$ cat src/rtl/spi_slave_responder.sv
// SPI target serving a 16 x 16-bit register file over a CMD/ADDR/DUMMY/DATA frame.
// SPI pins are oversampled in clk_i; SCLK is never used as a clock.
module spi_slave_responder #(
  parameter int          SYNC_STAGES = 2,
  parameter logic [15:0] RST_VAL     = 16'h0000
) (
  input  logic        clk_i,
  input  logic        rstn_i,
  input  logic        spi_clk_i,
  input  logic        spi_cs_n_i,
  input  logic        spi_sdi_i,
  output logic        spi_sdo_o,
  output logic        spi_sdo_oe_o,
  input  logic        loc_wr_en_i,
  input  logic [3:0]  loc_wr_addr_i,
  input  logic [15:0] loc_wr_data_i,
  input  logic [3:0]  loc_rd_addr_i,
  output logic [15:0] loc_rd_data_o,
  output logic        wr_done_o,
  output logic [3:0]  wr_addr_o,
  output logic [15:0] wr_data_o,
  output logic        rd_done_o,
  output logic        frame_err_o,
  output logic        busy_o
);

  localparam logic [3:0] CMD_WR = 4'b1011;
  localparam logic [3:0] CMD_RD = 4'b1010;

  typedef enum logic [2:0] {
    S_IDLE, S_CMD, S_ADDR, S_DUMMY, S_WR, S_RD, S_IGN
  } state_t;

  state_t r_state, w_state_nxt;

  logic [SYNC_STAGES-1:0] r_sclk_sync, r_cs_sync, r_sdi_sync;
  logic                   r_sclk_d, r_cs_d;
  logic [4:0]             r_rise_cnt;
  logic [3:0]             r_cmd, r_addr;
  logic [15:0]            r_wdata, r_shadow;
  logic                   r_ld_shadow;
  logic [15:0][15:0]      r_regs;

  logic       w_sclk_s, w_cs_s, w_sdi_s;
  logic       w_rise, w_fall, w_cs_rise, w_cs_fall;
  logic [3:0] w_cmd_nxt, w_bit_idx;
  logic       w_short, w_abort;

  assign w_sclk_s  = r_sclk_sync[SYNC_STAGES-1];
  assign w_cs_s    = r_cs_sync[SYNC_STAGES-1];
  assign w_sdi_s   = r_sdi_sync[SYNC_STAGES-1];
  assign w_rise    = w_sclk_s & ~r_sclk_d;
  assign w_fall    = ~w_sclk_s & r_sclk_d;
  assign w_cs_rise = w_cs_s & ~r_cs_d;
  assign w_cs_fall = ~w_cs_s & r_cs_d;
  assign w_cmd_nxt = {r_cmd[2:0], w_sdi_s};
  // Data bit i sits at rise_cnt = 10+i and maps to word position 15-i = 25-rise_cnt.
  assign w_bit_idx = 4'(5'd25 - r_rise_cnt);
  // rise_cnt <= 10 at CS_n rise means no data edge was seen.
  assign w_short   = (r_rise_cnt <= 5'd10);
  assign w_abort   = (r_state == S_CMD) || (r_state == S_ADDR) || (r_state == S_DUMMY) ||
                     (r_state == S_IGN) || (((r_state == S_WR) || (r_state == S_RD)) && w_short);

  assign loc_rd_data_o = r_regs[loc_rd_addr_i];

  always_ff @(posedge clk_i or negedge rstn_i) begin
    if (!rstn_i) begin
      r_sclk_sync <= '0;
      r_cs_sync   <= '1;
      r_sdi_sync  <= '0;
      r_sclk_d    <= 1'b0;
      r_cs_d      <= 1'b1;
    end else begin
      r_sclk_sync <= {r_sclk_sync[SYNC_STAGES-2:0], spi_clk_i};
      r_cs_sync   <= {r_cs_sync[SYNC_STAGES-2:0], spi_cs_n_i};
      r_sdi_sync  <= {r_sdi_sync[SYNC_STAGES-2:0], spi_sdi_i};
      r_sclk_d    <= w_sclk_s;
      r_cs_d      <= w_cs_s;
    end
  end

  always_ff @(posedge clk_i or negedge rstn_i) begin
    if (!rstn_i) r_state <= S_IDLE;
    else         r_state <= w_state_nxt;
  end

  always_comb begin
    w_state_nxt = r_state;
    if (w_cs_rise) begin
      w_state_nxt = S_IDLE;
    end else begin
      case (r_state)
        S_IDLE:  if (w_cs_fall) w_state_nxt = S_CMD;
        S_CMD:   if (w_rise && r_rise_cnt == 5'd3)
                   w_state_nxt = (w_cmd_nxt == CMD_WR || w_cmd_nxt == CMD_RD) ? S_ADDR : S_IGN;
        S_ADDR:  if (w_rise && r_rise_cnt == 5'd7) w_state_nxt = S_DUMMY;
        S_DUMMY: if (w_rise && r_rise_cnt == 5'd9)
                   w_state_nxt = (r_cmd == CMD_WR) ? S_WR : S_RD;
        default: w_state_nxt = r_state;
      endcase
    end
  end

  always_ff @(posedge clk_i or negedge rstn_i) begin
    if (!rstn_i) begin
      r_rise_cnt   <= '0;
      r_cmd        <= '0;
      r_addr       <= '0;
      r_wdata      <= '0;
      r_shadow     <= '0;
      r_ld_shadow  <= 1'b0;
      r_regs       <= {16{RST_VAL}};
      spi_sdo_o    <= 1'b0;
      spi_sdo_oe_o <= 1'b0;
      wr_done_o    <= 1'b0;
      wr_addr_o    <= '0;
      wr_data_o    <= '0;
      rd_done_o    <= 1'b0;
      frame_err_o  <= 1'b0;
      busy_o       <= 1'b0;
    end else begin
      wr_done_o   <= 1'b0;
      rd_done_o   <= 1'b0;
      frame_err_o <= 1'b0;
      r_ld_shadow <= 1'b0;

      if (loc_wr_en_i) r_regs[loc_wr_addr_i] <= loc_wr_data_i;

      if (w_cs_fall) begin
        r_rise_cnt <= '0;
        r_wdata    <= '0;
        busy_o     <= 1'b1;
      end else if (w_rise && !w_cs_s) begin
        if (r_rise_cnt != 5'd31) r_rise_cnt <= r_rise_cnt + 5'd1;
        if (r_rise_cnt < 5'd4)      r_cmd  <= w_cmd_nxt;
        else if (r_rise_cnt < 5'd8) r_addr <= {r_addr[2:0], w_sdi_s};
        if (r_rise_cnt == 5'd7) r_ld_shadow <= 1'b1;
        if (r_state == S_WR && r_rise_cnt <= 5'd25) r_wdata[w_bit_idx] <= w_sdi_s;
      end

      // Snapshot taken once; later local writes cannot disturb the in-flight read.
      if (r_ld_shadow) r_shadow <= r_regs[r_addr];

      if (w_fall && !w_cs_s && r_state == S_RD && r_rise_cnt >= 5'd10) begin
        spi_sdo_oe_o <= 1'b1;
        spi_sdo_o    <= (r_rise_cnt <= 5'd25) ? r_shadow[w_bit_idx] : 1'b0;
      end

      if (w_cs_rise) begin
        busy_o       <= 1'b0;
        spi_sdo_oe_o <= 1'b0;
        spi_sdo_o    <= 1'b0;
        // Placed after the local write so the SPI commit wins on an address collision.
        if (r_state == S_WR && !w_short) begin
          r_regs[r_addr] <= r_wdata;
          wr_addr_o      <= r_addr;
          wr_data_o      <= r_wdata;
          wr_done_o      <= 1'b1;
        end
        if (r_state == S_RD && !w_short) rd_done_o <= 1'b1;
        if (w_abort) frame_err_o <= 1'b1;
      end
    end
  end

endmodule

$ cat config.mk
export PLATFORM = sky130hd
export DESIGN_NAME = spi_slave_responder
export DESIGN_NICKNAME = d
export VERILOG_FILES = /design/src/rtl/spi_slave_responder.sv
export SDC_FILE = /design/constraint.sdc
export NUM_CORES = 1
export LEC_CHECK = 0
export BUFFER_PORTS_ARGS = -buffer_cell sky130_fd_sc_hd__buf_4
export CAP_MARGIN = 30
export CORE_MARGIN = 4
export CORE_UTILIZATION = 33
export DETAILED_ROUTE_END_ITERATION = 8
export GPL_TIMING_DRIVEN = 0
export SLEW_MARGIN = 10
export SYNTH_ARGS = -nofsm -noshare
export SYNTH_HDL_FRONTEND = slang
export SYNTH_SLANG_ARGS = --single-unit
$ cat constraint.sdc
create_clock -name clk_i -period 3.2 [get_ports clk_i]
set_input_delay 0.16 -clock clk_i [delete_from_list [all_inputs] [get_ports clk_i]]
set_output_delay 0.16 -clock clk_i [all_outputs]
set_load 0.005 [all_outputs]
## After elaboration in Yosys (flattened, before gate mapping)

Cells that the tools add are included.

- Logic and storage cells: 160
- Flip-flop bits (word level): 339
- Bits of input ports: 30
- Output and inout bits: 42

- Add/sub/neg operators: 2
- Muxes and demuxes: 48
- Reduce and logical (&&, ||, !) cells: 35
- $lt $le $gt $ge: 12
- Equal/unequal tests: 17
- Bitwise gates (word level): 10

Operators with widths:

| cell | count |
|---|---|
| 256-bit 2-to-1 mux | 3 |
| 256-bit bitwise mux | 2 |
| 16-bit binary-select mux with 4-bit select | 2 |
| 16-bit demux with 4-bit select | 2 |
| 16-bit 2-to-1 mux | 7 |
| 4-bit by 5-bit less-than comparator with 1-bit output, second input constant | 4 |
| 1-bit 2-to-1 mux | 19 |
| 3-bit 2-to-1 mux | 6 |
| 16-bit bitwise mux | 1 |
| 5-bit 2-to-1 mux | 3 |
| 1-bit logical AND | 14 |
| 4-bit == test, second input constant | 3 |
| 4-bit by 1-bit greater-or-equal comparator with 1-bit output, second input constant | 3 |
| 3-bit one-hot mux with 4 select lines | 1 |
| 2-bit nonzero test | 5 |
| 3-bit == test, second input constant | 3 |
| 3-bit by 2-bit inequality test with 1-bit output, second input constant | 3 |
| 3-bit by 2-bit == test with 1-bit output, second input constant | 2 |
| 1-bit logical OR | 6 |
| 1-bit NOT | 6 |
| 2-bit AND reduction | 3 |
| 5-bit by 1-bit adder with 5-bit output, second input constant | 1 |
| 5-bit by 2-bit == test with 1-bit output, second input constant | 1 |
| 5-bit by 3-bit == test with 1-bit output, second input constant | 1 |
| 19 further kinds | 23 |

## Longest topological paths before layout

- Word-level depth: 9
- Depth in mapped cells: 10
- Gate-level depth less buffers: 7

## Least setup slack after synthesis

OpenSTA, ideal clock, no wires.

- Kind: flip-flop to flip-flop
- Start: register r_rise_cnt[1]
- End: register r_rise_cnt[3]
- Buffers on the path: 1
- Cell stages (with the launch flop): 9
- Slack: 1.042 ns
- Clock period less this slack: 2.158 ns
- Library setup time: 0.132 ns
- Arrival: 2.026 ns
- Required time: 3.068 ns
- Path through: dfrtp_1 -> ha_1 -> clkbuf_1 -> and3_1 -> ha_1 -> nor3_1 -> nand3_1 -> xor2_1 -> nor2_1

- Cells in the longest elaborated chain, start to end: 4
- Elaborated cells between the ends (all ways): 7
- Those cells by class: add/sub (1); eq/ne (1); mux (3); reduce/logical (2)

Ends and longest elaborated chain:

| element | line | text |
|---|---|---|
| start: declaration | 38 | `logic [4:0] r_rise_cnt;` |
| start signal: assignment | 134 | `if (r_rise_cnt != 5'd31) r_rise_cnt <= r_rise_cnt + 5'd1;` |
| 5-bit by 1-bit adder with 5-bit output | 134 |  |
| 5-bit 2-to-1 mux | 134 |  |
| 5-bit 2-to-1 mux | 133 | `end else if (w_rise && !w_cs_s) begin` |
| 5-bit 2-to-1 mux | 129 | `if (w_cs_fall) begin` |

Several ways; a longest one is shown, not always the timed one. The select of a mux whose other input is x is not followed.
A chain may end at the register's enable or synchronous reset.

## Worst setup path after layout

- Start: input loc_rd_addr_i[1]
- End: output loc_rd_data_o[11]

- Cells in the longest elaborated chain, start to end: 2

Ends and longest elaborated chain:

| element | line | text |
|---|---|---|
| start: declaration | 17 | `input logic [3:0] loc_rd_addr_i,` |
| 16-bit binary-select mux with 4-bit select | 64 | `assign loc_rd_data_o = r_regs[loc_rd_addr_i];` |
| 16-bit 2-to-1 mux (implied by the code) | 64 |  |
| end: declaration | 18 | `output logic [15:0] loc_rd_data_o,` |

Every way passes these cells. The select of a mux whose other input is x is not followed.

==> out/qor.yml <==
tns_ns: 0
slowest_delay_ns: 0.80
cp.required_ns: 3.04
cts.sinks: 339
antenna_found_initial: 1
yosysWarnings: 0
worst_pin_slew_ns: 0.981
start_util: 0.334
seqCellArea_sq_um: 8490
max-cap-violations: 0
rsz0062_at_grt: "false"
cts_tree: "done"
power.density_nw_per_um2: 583
cp-end-kind: "output pin"
hold_violations: 0
period_share: 0.909
synth_area_sq_um: 19700
die_w_um: 252
core-area_sq_um: 59000
cts_made_buffers: 41
htree_num_levels: 2
rr_endpoint: "r_regs[216]"
fill_cells: 5727
mostFrequentLayoutCell: "dfrtp_1"
reg2reg_from: "r_addr[0]"
critPathKind: "input pin to output pin"
grt_max_degree: 100
r2r_slack_ns: 0.35
crit_path_start_kind: "input pin"
drc: 0
status: "completed"
globalRouteTotalUtil: 0.197
gp_congestion: 0.904
setup_viol_count_final: 0
routedWlPerCell_um: 23.8
fp-row-count: 89
fin_nets: 1915
ant_nets: 0
grt_pass1_vias: 15000
p_leak_nw: 9.71
syn-num-nets: 1781
max_freq_ghz: 0.344
synth_seq_cells: 339
setup.worst_path.end: "loc_rd_data_o[11]"
firstDrtPassIters: 5
grt_overflow_total: 0
die_h_um: 252
vias: 14800
slew-limit-headroom: 0.346
worst_ep_arrival_time_ns: 2.75
syn-instance-count: 1740
layout_common_cells: "336 x dfrtp_1, 274 x mux2i_1, 239 x nor2_1"
clk_latency_ns: 0.58
power_mw: 13.3
ioPinCount: 72
synthDistinctLibCells: 51
initialDrtViolationCount: 1598
yosys_most_used_dff: "dfrtp_1"
seq_area_frac_synth: 0.431
root_buffer: "clkbuf_16"
postCtsSetupBuffers: 0
hpwl_um: 48800
dieArea_sq_um: 63700
syn_avg_cell_area_sq_um: 11.3
ctsLongestPathBuffers: 3
slowest_stage: "clkbuf_1"
multi_input_area_sq_um: 10300
holdCritPathClass: "input pin to asynchronous set/reset pin"
rr_worst_depth: 7
synthArstFlopShare: 1.00
io_buffers: 67
drv_slew: 0
synth_edf_count: 0
irDropWorstVdd_v: 0.000345
route.final.wire_length_um: 63500
syn_to_final_growth_pct: 15.7
skew_ns: 0.0349
critPathMaxFanout: 10
grt_first_pass_wirelength_um: 96000
drive_gt1_frac: 0.231
worstSetupStartpoint: "loc_rd_addr_i[1]"
diodes: 0
path_clk_slew_ns: 0.05
vias_per_cell: 5.53
min_period_ns: 2.91
path_cells: "clkbuf_1 > clkbuf_1 > mux4_2 > mux4_2 > buf_4"
cell usage after synthesis, drive strengths merged (4+ instances only):
cell    number  area [sq um]
nor3b        8          60.1
a21oi      211          1060
nand3       18          90.1
xor2         4          35.0
a22oi       18           135
mux4       148          3330
mux2i      274          2740
clkbuf      88           332
dfrtp      336          8410
mux2        60           676
nand2       57           214
nor2       248           953
and2         4          25.0
nand2b       7          43.8
ha          11           138
inv         25          93.8
nor2b        5          31.3
o21ai       65           325
buf         95           513
and3         7          43.8
nand4       16           100
power breakdown:
part           switching [mW]  leakage (nW)  internal [mW]
logic                    1.29          5.12           1.56
registers               0.661          3.94           5.10
clock network            1.88         0.650           2.81
what timing repair did:
action,CTS,global route
endpoints found under the hold margin,190,0
hold buffers,20,0
gates resized for setup,0,0
kinds of logic (layout without fill, tap and decap cells):
logic type                 after synthesis  after routing  synth area share
AOI/OAI and AO/OA                      308            308            0.0827
xor gates and xnor gates                 7              7           0.00311
adders and majority gates               11             11           0.00698
buffers and inverters                  208            368            0.0476
DFF                                    339            339             0.431
muxes                                  482            482             0.343
and+or+nand+nor                        385            385            0.0863
metal layers:
layer	up-vias	share of wire	wire (um)	track usage
li1	6588	-	-	-
met1	7561	0.42	26500	0.265
met2	530	0.49	31300	0.333
met3	88	0.066	4180	0.0344
met4	2	0.024	1520	0.0530
met5	-	0.00016	10	0
worst min-delay path by stage:
stage                     startpoint            end  slack [ns]  depth (start not counted)
after detailed placement      rstn_i   wr_data_o[8]        0.26                          1
after CTS                  spi_sdi_i  r_sdi_sync[0]        0.20                          2
after global placement    spi_cs_n_i   r_cs_sync[0]        0.27                          1
after global routing      spi_cs_n_i   r_cs_sync[0]        0.24                          2
final                         rstn_i   wr_data_o[8]        0.22                          2
after floorplan               rstn_i         busy_o       -0.14                          0
state kept, by name, indices dropped and copies added, names as in the netlist, 2 cells and up:
| signal | count |
|---|---|
| r_wdata | 16 |
| r_sclk_sync | 2 |
| r_sdi_sync | 2 |
| wr_data_o | 16 |
| r_cmd | 4 |
| r_addr | 4 |
| r_state | 3 |
| r_cs_sync | 2 |
| r_shadow | 16 |
| r_regs | 256 |
| r_rise_cnt | 5 |
| wr_addr_o | 4 |
final cells by class:
type	instances	area share
Timing Repair Buffer	91	0.0354
Buffer	183	0.0370
Inverter	25	0.00411
Clock inverter	10	0.00598
Multi-Input combinational cell	1193	0.451
Tap cell	773	0.0424
Sequential cell	339	0.372
Clock buffer	59	0.0520
critical path, delay by kind of cell:
kind | cells | cell delay, ns
buffers and inverters | 3 | 1.57
multiplexers | 2 | 1.00
stage by stage:
| stage | cell area (sq um) | hold slack [ns] | utilization | std cells | setup WS, ns |
|---|---|---|---|---|---|
| floorplan | 19700 | -0.136 | - | 1740 | 1.04 |
| global placement | 21200 | 0.268 | 0.359 | 2580 | -1.38 |
| detailed placement | 21300 | 0.255 | 0.361 | 2584 | 0.331 |
| CTS | 22800 | 0.204 | 0.386 | 2673 | 0.312 |
| global route | 22800 | 0.243 | 0.386 | 2673 | 0.212 |
| finish | 22800 | 0.224 | 0.386 | 2673 | 0.291 |
No activity file was read; power rests on OpenSTA's default activity.
